<file path="src/rtl/core_scheduler.sv">
// Per-core sequencer: walks one instruction at a time through fetch, decode,
// memory request/wait, execute and PC update, and owns the shared PC and done flag.
//
// state   | meaning
// --------+-----------------------------------------------------------
// IDLE    | waiting for start; PC and retire count cleared on launch
// FETCH   | waiting for the fetcher to report FETCHED
// DECODE  | decoder latches the instruction (1 cycle)
// REQUEST | LSUs launch memory requests (1 cycle)
// WAIT    | hold while any active lane's LSU is requesting or waiting
// EXECUTE | ALU / PC unit strobe (1 cycle)
// UPDATE  | retire, then RET -> DONE or load lane 0 next PC -> FETCH
// DONE    | block finished; held until reset
module core_scheduler #(
    parameter int THREADS_PER_BLOCK = 4,
    parameter int PC_BITS           = 8,
    parameter int TC_BITS           = 3
) (
    input  logic                                 clk,
    input  logic                                 reset,
    input  logic                                 start,
    input  logic [TC_BITS-1:0]                   thread_count,
    input  logic [2:0]                           fetcher_state,
    input  logic [2*THREADS_PER_BLOCK-1:0]       lsu_state,
    input  logic                                 decoded_ret,
    input  logic [PC_BITS*THREADS_PER_BLOCK-1:0] next_pc,
    output logic [2:0]                           core_state,
    output logic [PC_BITS-1:0]                   current_pc,
    output logic                                 done,
    output logic [15:0]                          instr_count
);

    typedef enum logic [2:0] {
        S_IDLE    = 3'b000,
        S_FETCH   = 3'b001,
        S_DECODE  = 3'b010,
        S_REQUEST = 3'b011,
        S_WAIT    = 3'b100,
        S_EXECUTE = 3'b101,
        S_UPDATE  = 3'b110,
        S_DONE    = 3'b111
    } state_t;

    localparam logic [2:0] FETCHER_FETCHED = 3'b010;
    localparam logic [1:0] LSU_REQUESTING  = 2'b01;
    localparam logic [1:0] LSU_WAITING     = 2'b10;

    state_t               state_q, state_d;
    logic [PC_BITS-1:0]   pc_q, pc_d;
    logic [15:0]          cnt_q, cnt_d;
    logic                 done_q, done_d;
    logic                 lane_busy;

    // Lanes never diverge, so only lane 0's next PC is ever consumed.
    logic unused_next_pc;
    assign unused_next_pc = ^next_pc[PC_BITS*THREADS_PER_BLOCK-1:PC_BITS];

    always_comb begin
        lane_busy = 1'b0;
        for (int i = 0; i < THREADS_PER_BLOCK; i++) begin
            if ((TC_BITS'(i) < thread_count) &&
                ((lsu_state[2*i +: 2] == LSU_REQUESTING) ||
                 (lsu_state[2*i +: 2] == LSU_WAITING))) begin
                lane_busy = 1'b1;
            end
        end
    end

    always_comb begin
        state_d = state_q;
        pc_d    = pc_q;
        cnt_d   = cnt_q;
        done_d  = done_q;
        case (state_q)
            S_IDLE: begin
                if (start) begin
                    state_d = S_FETCH;
                    pc_d    = '0;
                    cnt_d   = '0;
                    done_d  = 1'b0;
                end
            end
            S_FETCH: begin
                if (fetcher_state == FETCHER_FETCHED) begin
                    state_d = S_DECODE;
                end
            end
            S_DECODE:  state_d = S_REQUEST;
            S_REQUEST: state_d = S_WAIT;
            S_WAIT: begin
                if (!lane_busy) begin
                    state_d = S_EXECUTE;
                end
            end
            S_EXECUTE: state_d = S_UPDATE;
            S_UPDATE: begin
                cnt_d = (cnt_q == 16'hFFFF) ? cnt_q : cnt_q + 16'd1;
                if (decoded_ret) begin
                    state_d = S_DONE;
                    done_d  = 1'b1;
                end else begin
                    state_d = S_FETCH;
                    pc_d    = next_pc[PC_BITS-1:0];
                end
            end
            S_DONE:  done_d  = 1'b1;
            default: state_d = S_IDLE;
        endcase
    end

    always_ff @(posedge clk or negedge reset) begin
        if (!reset) begin
            state_q <= S_IDLE;
            pc_q    <= '0;
            cnt_q   <= '0;
            done_q  <= 1'b0;
        end else begin
            state_q <= state_d;
            pc_q    <= pc_d;
            cnt_q   <= cnt_d;
            done_q  <= done_d;
        end
    end

    assign core_state  = state_q;
    assign current_pc  = pc_q;
    assign done        = done_q;
    assign instr_count = cnt_q;

endmodule

</file>
<file path="config.mk">
export PLATFORM = sky130hd
export DESIGN_NAME = core_scheduler
export DESIGN_NICKNAME = d
export VERILOG_FILES = /design/src/rtl/core_scheduler.sv
export SDC_FILE = /design/constraint.sdc
export NUM_CORES = 1
export LEC_CHECK = 0
export BUFFER_PORTS_ARGS = -buffer_cell sky130_fd_sc_hd__buf_4
export CAP_MARGIN = 15
export CORE_MARGIN = 10
export CORE_UTILIZATION = 49
export DETAILED_ROUTE_END_ITERATION = 10
export PLACE_DENSITY_LB_ADDON = 0.3
export SETUP_SLACK_MARGIN = 0.05
export SLEW_MARGIN = 15
export SYNTH_ARGS = -nofsm -noshare
export SYNTH_HDL_FRONTEND = slang
export SYNTH_SLANG_ARGS = --single-unit
</file>
<file path="constraint.sdc">
create_clock -name clk -period 3.5 [get_ports clk]
set_input_delay 0.175 -clock clk [delete_from_list [all_inputs] [get_ports clk]]
set_output_delay 0.175 -clock clk [all_outputs]
set_load 0.02 [all_outputs]
</file>
==> flow_metrics.py, run 1 <==
metrics = {
    "worst_setup_path": {
        "cp_max_fo": 8,
        "critPathTopFamily": "simple AND/OR/NAND/NOR gates",
        "arrival_ns": 2.69,
        "crit_slowest_cell": "nor4_1",
        "startpoint_type": "register",
        "path_cells": "ha_1 > nand4_1 > nor4_1 > buf_4 > o21ai_1 > a31oi_1",
        "cp.required_ns": 3.77,
        "critical-path-max-stage-delay_ns": 0.68,
        "critical_path_class": "register to register",
        "cp-end-kind": "register",
        "critPathBufInv": 1,
    },
    "clock_network": {
        "cts_buffers": 3,
        "clk_latency_ns": 0.33,
        "path_clk_slew_ns": 0.16,
        "cts.sinks": 28,
        "ctsHtreeMaxLevel": 1,
        "cts_tree": "built",
        "cts_root_buffer": "clkbuf_4",
        "clockBufferDepth": 2,
        "cts_resized": 0,
    },
    "final_layout": {
        "multi_input_area_um2": 739,
        "fill_cells": 243,
        "seq_area_um2": 701,
        "final_layout_size_suffix_gt1_share_pct": 30.0,
        "insertedDiodeCount": 0,
        "area_delta_synth_final_pct": 30.8,
        "fin_nets": 272,
        "utilization_pct": 66.8,
    },
    "global_routing": {
        "antenna_found_initial": 0,
        "grt_pass1_vias": 1506,
        "grt_usage_pct": 13.8,
        "grt_pass1_wl_mm": 6.97,
        "grt.overflow.total": 0,
        "grt_start_max_net_pins": 29,
    },
    "synth": {
        "syn_inst": 170,
        "avgSynthCellArea_um2": 9.10,
        "synthFlopType": "dfrtp_1",
        "yosysWarnings": 0,
        "synth_edf_count": 0,
        "synth_seq_cells": 28,
        "seq_area_frac_synth_pct": 45.3,
        "ys_types": 42,
        "synthesis.area_um2": 1550,
        "synthArstFlopShare_pct": 100,
        "synth_nets": 221,
    },
    "floorplanning": {
        "start_util_pct": 51.1,
        "fp.coreArea_um2": 3030,
        "dieArea_um2": 5800,
        "die_y_um": 76.2,
        "die_w_um": 76.2,
        "num_rows": 20,
        "io_pins": 78,
    },
    "power": {
        "clkPwrFrac_pct": 13.8,
        "seqPwrFrac_pct": 40.9,
        "irDropWorstVdd_uv": 440,
        "power.switching_uw": 686,
        "fin_total_pwr_uw": 1550,
        "cell_internal_pwr_uw": 867,
        "leakagePower_uw": 0.000876,
        "p_comb_share_pct": 45.3,
        "powerDensity_nw_per_um2": 768,
        "swShare_pct": 44.2,
    },
    "timing": {
        "tns_ns": 0,
        "tightest_slew_ns": 1.18,
        "hold_violations": 0,
        "report.final.slew_viol_count": 0,
        "rsz0062_at_grt": "false",
        "finalCritPeriodShare_pct": 69.3,
        "max_freq_mhz": 412,
        "relSlewSlack_pct": 20.4,
        "finalSetupViolCount": 0,
        "period_minus_slack_ns": 2.42,
        "finClkSkew_ns": 0.00888,
    },
    "drt": {
        "drc": 0,
        "drt-total-wl_mm": 4.11,
        "postRouteAntennaNets": 0,
        "vias": 1468,
        "drt-initial-drc-count": 211,
        "drtPass1Iterations": 5,
        "viasPerCell": 5.56,
        "wire_per_inst_um": 15.6,
    },
    "placement": {
        "gp_congestion": 0.844,
        "place_hpwl_mm": 3.09,
        "io_buffer_count": 53,
    },
    "worst_hold_path": {
        "hold_path_class": "primary input to register",
    },
    "flow_run": {
        "drv_cap": 0,
    },
    "outcome": {
        "status": "finished, final reports clean",
    },
}
[metrics by stage]
| step | worst slack, ns | instances | hold slack, ns | area, um^2 |
|---|---|---|---|---|
| 6_report | 1.08 | 264 | 0.0619 | 2020 |
| 3_5_place_dp | 1.18 | 259 | 0.111 | 1960 |
| 5_1_grt | 0.877 | 264 | 0.0506 | 2020 |
| 3_3_place_gp | 1.32 | 259 | 0.109 | 1960 |
| 4_1_cts | 1.15 | 264 | 0.0561 | 2020 |
| 2_1_floorplan | 1.56 | 170 | -0.121 | 1550 |
[worst paths after layout]
check	slack [ns]	to	cells after the start	startpoint
worst max-delay path	1.08	instr_count[8]$_DFFE_PN0P_	6	instr_count[1]$_DFFE_PN0P_
worst min-delay path	0.06	current_pc[7]$_DFFE_PN0P_	3	next_pc[7]
worst max register to register	1.08	instr_count[8]$_DFFE_PN0P_	6	instr_count[1]$_DFFE_PN0P_
worst min register to register	0.55	done$_DFFE_PN0P_	2	done$_DFFE_PN0P_
max in group asynchronous	2.97	current_pc[7]$_DFFE_PN0P_	2	reset
min in group asynchronous	0.27	instr_count[5]$_DFFE_PN0P_	2	reset
[worst register-to-register path: cells and delay by family, from the launching register on]
family | cells | cell delay, ns
compound gates | 2 | 0.41
fa+ha+maj | 1 | 0.26
buf+inv | 1 | 0.27
flops | 1 | 0.45
simple gates | 2 | 0.98
[metal layers]
layer | wire, um | part of all wire [%] | track usage, % | up-vias
li1 | - | - | - | 716
met1 | 1670 | 41 | 16.4 | 677
met2 | 2070 | 50 | 23.3 | 73
met3 | 353 | 8.6 | 3.77 | 2
met4 | 18 | 0.44 | 4.65 | 0
met5 | 0 | 0 | 0 | -
[cell type report]
cell class,count,area share (%)
repair buffers,55,20.5
well taps,44,2.72
multi-input cells,117,36.5
flip-flops and latches,28,34.6
clock buffers,3,1.11
clock inverters,1,1.48
inverters,16,2.97
[cell families after synthesis]
group | count (synthesis) | share of synthesized area, %
XOR/XNOR | 5 | 2.83
AND/OR/NAND/NOR | 67 | 25.2
flip-flops | 28 | 45.3
adder cells (fa/ha/maj) | 1 | 0.809
AO/OA/AOI/OAI | 39 | 15.8
buffers and inverters | 25 | 6.88
multiplexers | 5 | 3.24
[cell usage after synthesis (2+ instances only)]
library cell | instances | area, um^2
dfrtp_1 | 28 | 701
o21ai_0 | 18 | 90.1
inv_1 | 16 | 60.1
nand3_1 | 16 | 80.1
nand2_1 | 11 | 41.3
nor2_1 | 9 | 33.8
a21oi_1 | 6 | 30.0
nor3_1 | 6 | 30.0
mux2i_1 | 5 | 50.1
clkbuf_1 | 4 | 15.0
nor4_1 | 4 | 25.0
or4_1 | 4 | 30.0
xnor2_1 | 4 | 35.0
buf_2 | 3 | 15.0
nand4_1 | 3 | 18.8
o211ai_1 | 3 | 22.5
a31oi_1 | 2 | 12.5
nor2b_1 | 2 | 12.5
nor4b_1 | 2 | 17.5
or3_2 | 2 | 15.0
[sequential cells by signal, indices dropped and copies added, names as in the netlist]
register	count
core_state	3
current_pc	8
done	1
instr_count	16
[placed cells by master (no fill, tap or decap), types with 4 or more instances in the layout]
cell,netlist,routed
buf_4,0,54
dfrtp_1,28,28
o21ai_0,18,18
nand3_1,16,16
inv_1,16,16
nand2_1,11,11
nor2_1,9,9
a21oi_1,6,6
nor3_1,6,6
mux2i_1,5,5
nor4_1,4,4
or4_1,4,4
xnor2_1,4,4
[power groups by stage]
stage          registers (uW)  clock network (uW)  logic (uW)
2_1_floorplan             735                   0         297
3_3_place_gp              618                   0         690
3_5_place_dp              636                   0         712
4_1_cts                   631                 219         717
5_1_grt                   664                 230         771
6_report                  635                 215         703
[timing repair]
item	4_1_cts	5_1_grt
hold endpoints to repair	28	0
setup buffers	0	0
hold buffers	1	0
Power figures use the tool's default switching activity.
==> inputs of run 2 (changes only) <==
- CORE_UTILIZATION: 49 -> 45
- clock period: 3.5 -> 2.3 ns (I/O delays scaled with it)
==> flow_metrics.py, run 2 (synthesis results as in run 1) <==
metrics = {
    "worst_setup_path": {
        "path_cells": "ha_1 > nand4_1 > nor4_1 > buf_4 > or4_1 > mux2i_1",
        "cp.required_ns": 2.56,
        "crit_start": "instr_count[1]$_DFFE_PN0P_",
        "r2r_slack_ns": 0.38,
        "crit_slowest_cell": "nor4_1",
        "cp-end-kind": "register",
        "critical-path-max-stage-delay_ns": 0.48,
        "reg2reg_from": "instr_count[1]$_DFFE_PN0P_",
        "critPathCapture": "instr_count[6]$_DFFE_PN0P_",
        "timing.rr.end": "instr_count[6]$_DFFE_PN0P_",
        "critPathBufInv": 1,
        "critPathTopFamily": "simple AND/OR/NAND/NOR gates",
        "cp_max_fo": 6,
        "arrival_ns": 2.18,
        "worst-r2r-cell-count": 6,
        "startpoint_type": "register",
        "critical_path_class": "register to register",
        "critical_path_depth": 6,
    },
    "drt": {
        "viasPerCell": 5.31,
        "drt-initial-drc-count": 75,
        "postRouteAntennaNets": 0,
        "vias": 1454,
        "drt-total-wl_mm": 3.85,
        "drc": 0,
        "drtPass1Iterations": 4,
        "wire_per_inst_um": 14.1,
    },
    "floorplanning": {
        "dieArea_um2": 6180,
        "die_y_um": 78.6,
        "fp.coreArea_um2": 3340,
        "start_util_pct": 46.3,
        "num_rows": 21,
        "io_pins": 78,
        "die_w_um": 78.6,
    },
    "clock_network": {
        "cts_buffers": 3,
        "path_clk_slew_ns": 0.14,
        "clockBufferDepth": 2,
        "cts_root_buffer": "clkbuf_4",
        "post_cts_buffers": 0,
        "cts.sinks": 28,
        "cts_resized": 0,
        "ctsHtreeMaxLevel": 1,
        "clk_latency_ns": 0.33,
        "cts_tree": "built",
    },
    "final_layout": {
        "insertedDiodeCount": 0,
        "final_cell_mix": "61 x buf_4, 28 x dfrtp_1, 18 x o21ai_0",
        "final_common_cell": "buf_4",
        "largest_reg_flops": 16,
        "fin_nets": 281,
        "final_layout_size_suffix_gt1_share_pct": 31.6,
        "area_delta_synth_final_pct": 33.7,
        "utilization_pct": 62.0,
    },
    "power": {
        "irDropWorstVdd_uv": 447,
        "powerDensity_nw_per_um2": 1080,
        "leakagePower_uw": 0.000905,
        "fin_total_pwr_uw": 2240,
    },
    "global_routing": {
        "grt_pass1_wl_mm": 6.29,
        "antenna_found_initial": 0,
        "grt.overflow.total": 0,
        "grt_pass1_vias": 1399,
        "grt_start_max_net_pins": 29,
        "grt_usage_pct": 12.2,
    },
    "timing": {
        "finalSetupViolCount": 0,
        "rsz0062_at_grt": "false",
        "relSlewSlack_pct": 64.3,
        "report.final.slew_viol_count": 0,
        "finalCritPeriodShare_pct": 83.5,
        "worst_slack_ns": 0.378,
        "tightest_slew_ns": 0.534,
        "finClkSkew_ns": 0.00159,
        "tns_ns": 0,
        "max_freq_mhz": 520,
        "period_minus_slack_ns": 1.92,
        "hold_violations": 0,
    },
    "outcome": {
        "status": "finished, final reports clean",
    },
    "flow_run": {
        "drv_cap": 0,
    },
    "placement": {
        "place_hpwl_mm": 2.92,
        "io_buffer_count": 53,
        "place_ws_ns": 0.379,
        "gp_congestion": 0.780,
    },
    "worst_hold_path": {
        "hold_path_class": "primary input to register",
    },
}
run 2: cell types whose count changed in the layout (fill, tap and decap cells not counted), sizes merged:
cell	delta
buf	+7
bufinv	-1
dlygate4sd3	+2
run 2: where the power goes:
part / switching [uW] / internal, uW
Combinational: 646 / 493
Clock: 136 / 61.6
Sequential: 217 / 688
run 2: worst min-delay path by stage:
stage	start	end	cells past startpoint	slack, ns
after floorplan	reset	core_state[0]$_DFFE_PN0P_	0	-0.18
after global placement	reset	instr_count[14]$_DFFE_PN0P_	1	0.06
after detailed placement	reset	instr_count[12]$_DFFE_PN0P_	1	0.05
after CTS	next_pc[2]	current_pc[2]$_DFFE_PN0P_	3	0.006
after global routing	next_pc[7]	current_pc[7]$_DFFE_PN0P_	3	0.03
final	next_pc[7]	current_pc[7]$_DFFE_PN0P_	3	0.009
run 2: final cells by class:
cell class / instances / area (um^2)
tap: 46 / 57.6
multi-input combinational: 117 / 739
fill: 317 / 1270
inverter: 16 / 60.1
sequential: 28 / 701
clock buffer: 3 / 22.5
timing repair buffer: 64 / 488
run 2: tightest hold or removal path: stages:
cell and delay [ns]:
buf_4 0.08, nand3_1 0.05, o21ai_0 0.07
run 2: metal layers:
layer  vias to the layer above  GRT usage, %  wire (um)  part of all wire, %
met5                         -             0          0                    0
met4                         0          5.91         65                  1.7
met3                         4          3.99        272                  7.1
met2                        35          20.1       1870                   49
met1                       686          14.0       1640                   43
li1                        729             -          -                    -
run 2: what timing repair did:
item	in CTS	in global routing
hold buffers	3	0
hold endpoints to repair	30	0
endpoints found under the setup margin	0	0
run 2: stage by stage:
step / instance area (um^2) / hold WS [ns] / std cells
2_1_floorplan: 1550 / -0.181 / 170
3_3_place_gp: 2020 / 0.0554 / 268
3_5_place_dp: 2020 / 0.0524 / 268
4_1_cts: 2070 / 0.00643 / 274
5_1_grt: 2070 / 0.0300 / 274
6_report: 2070 / 0.00900 / 274
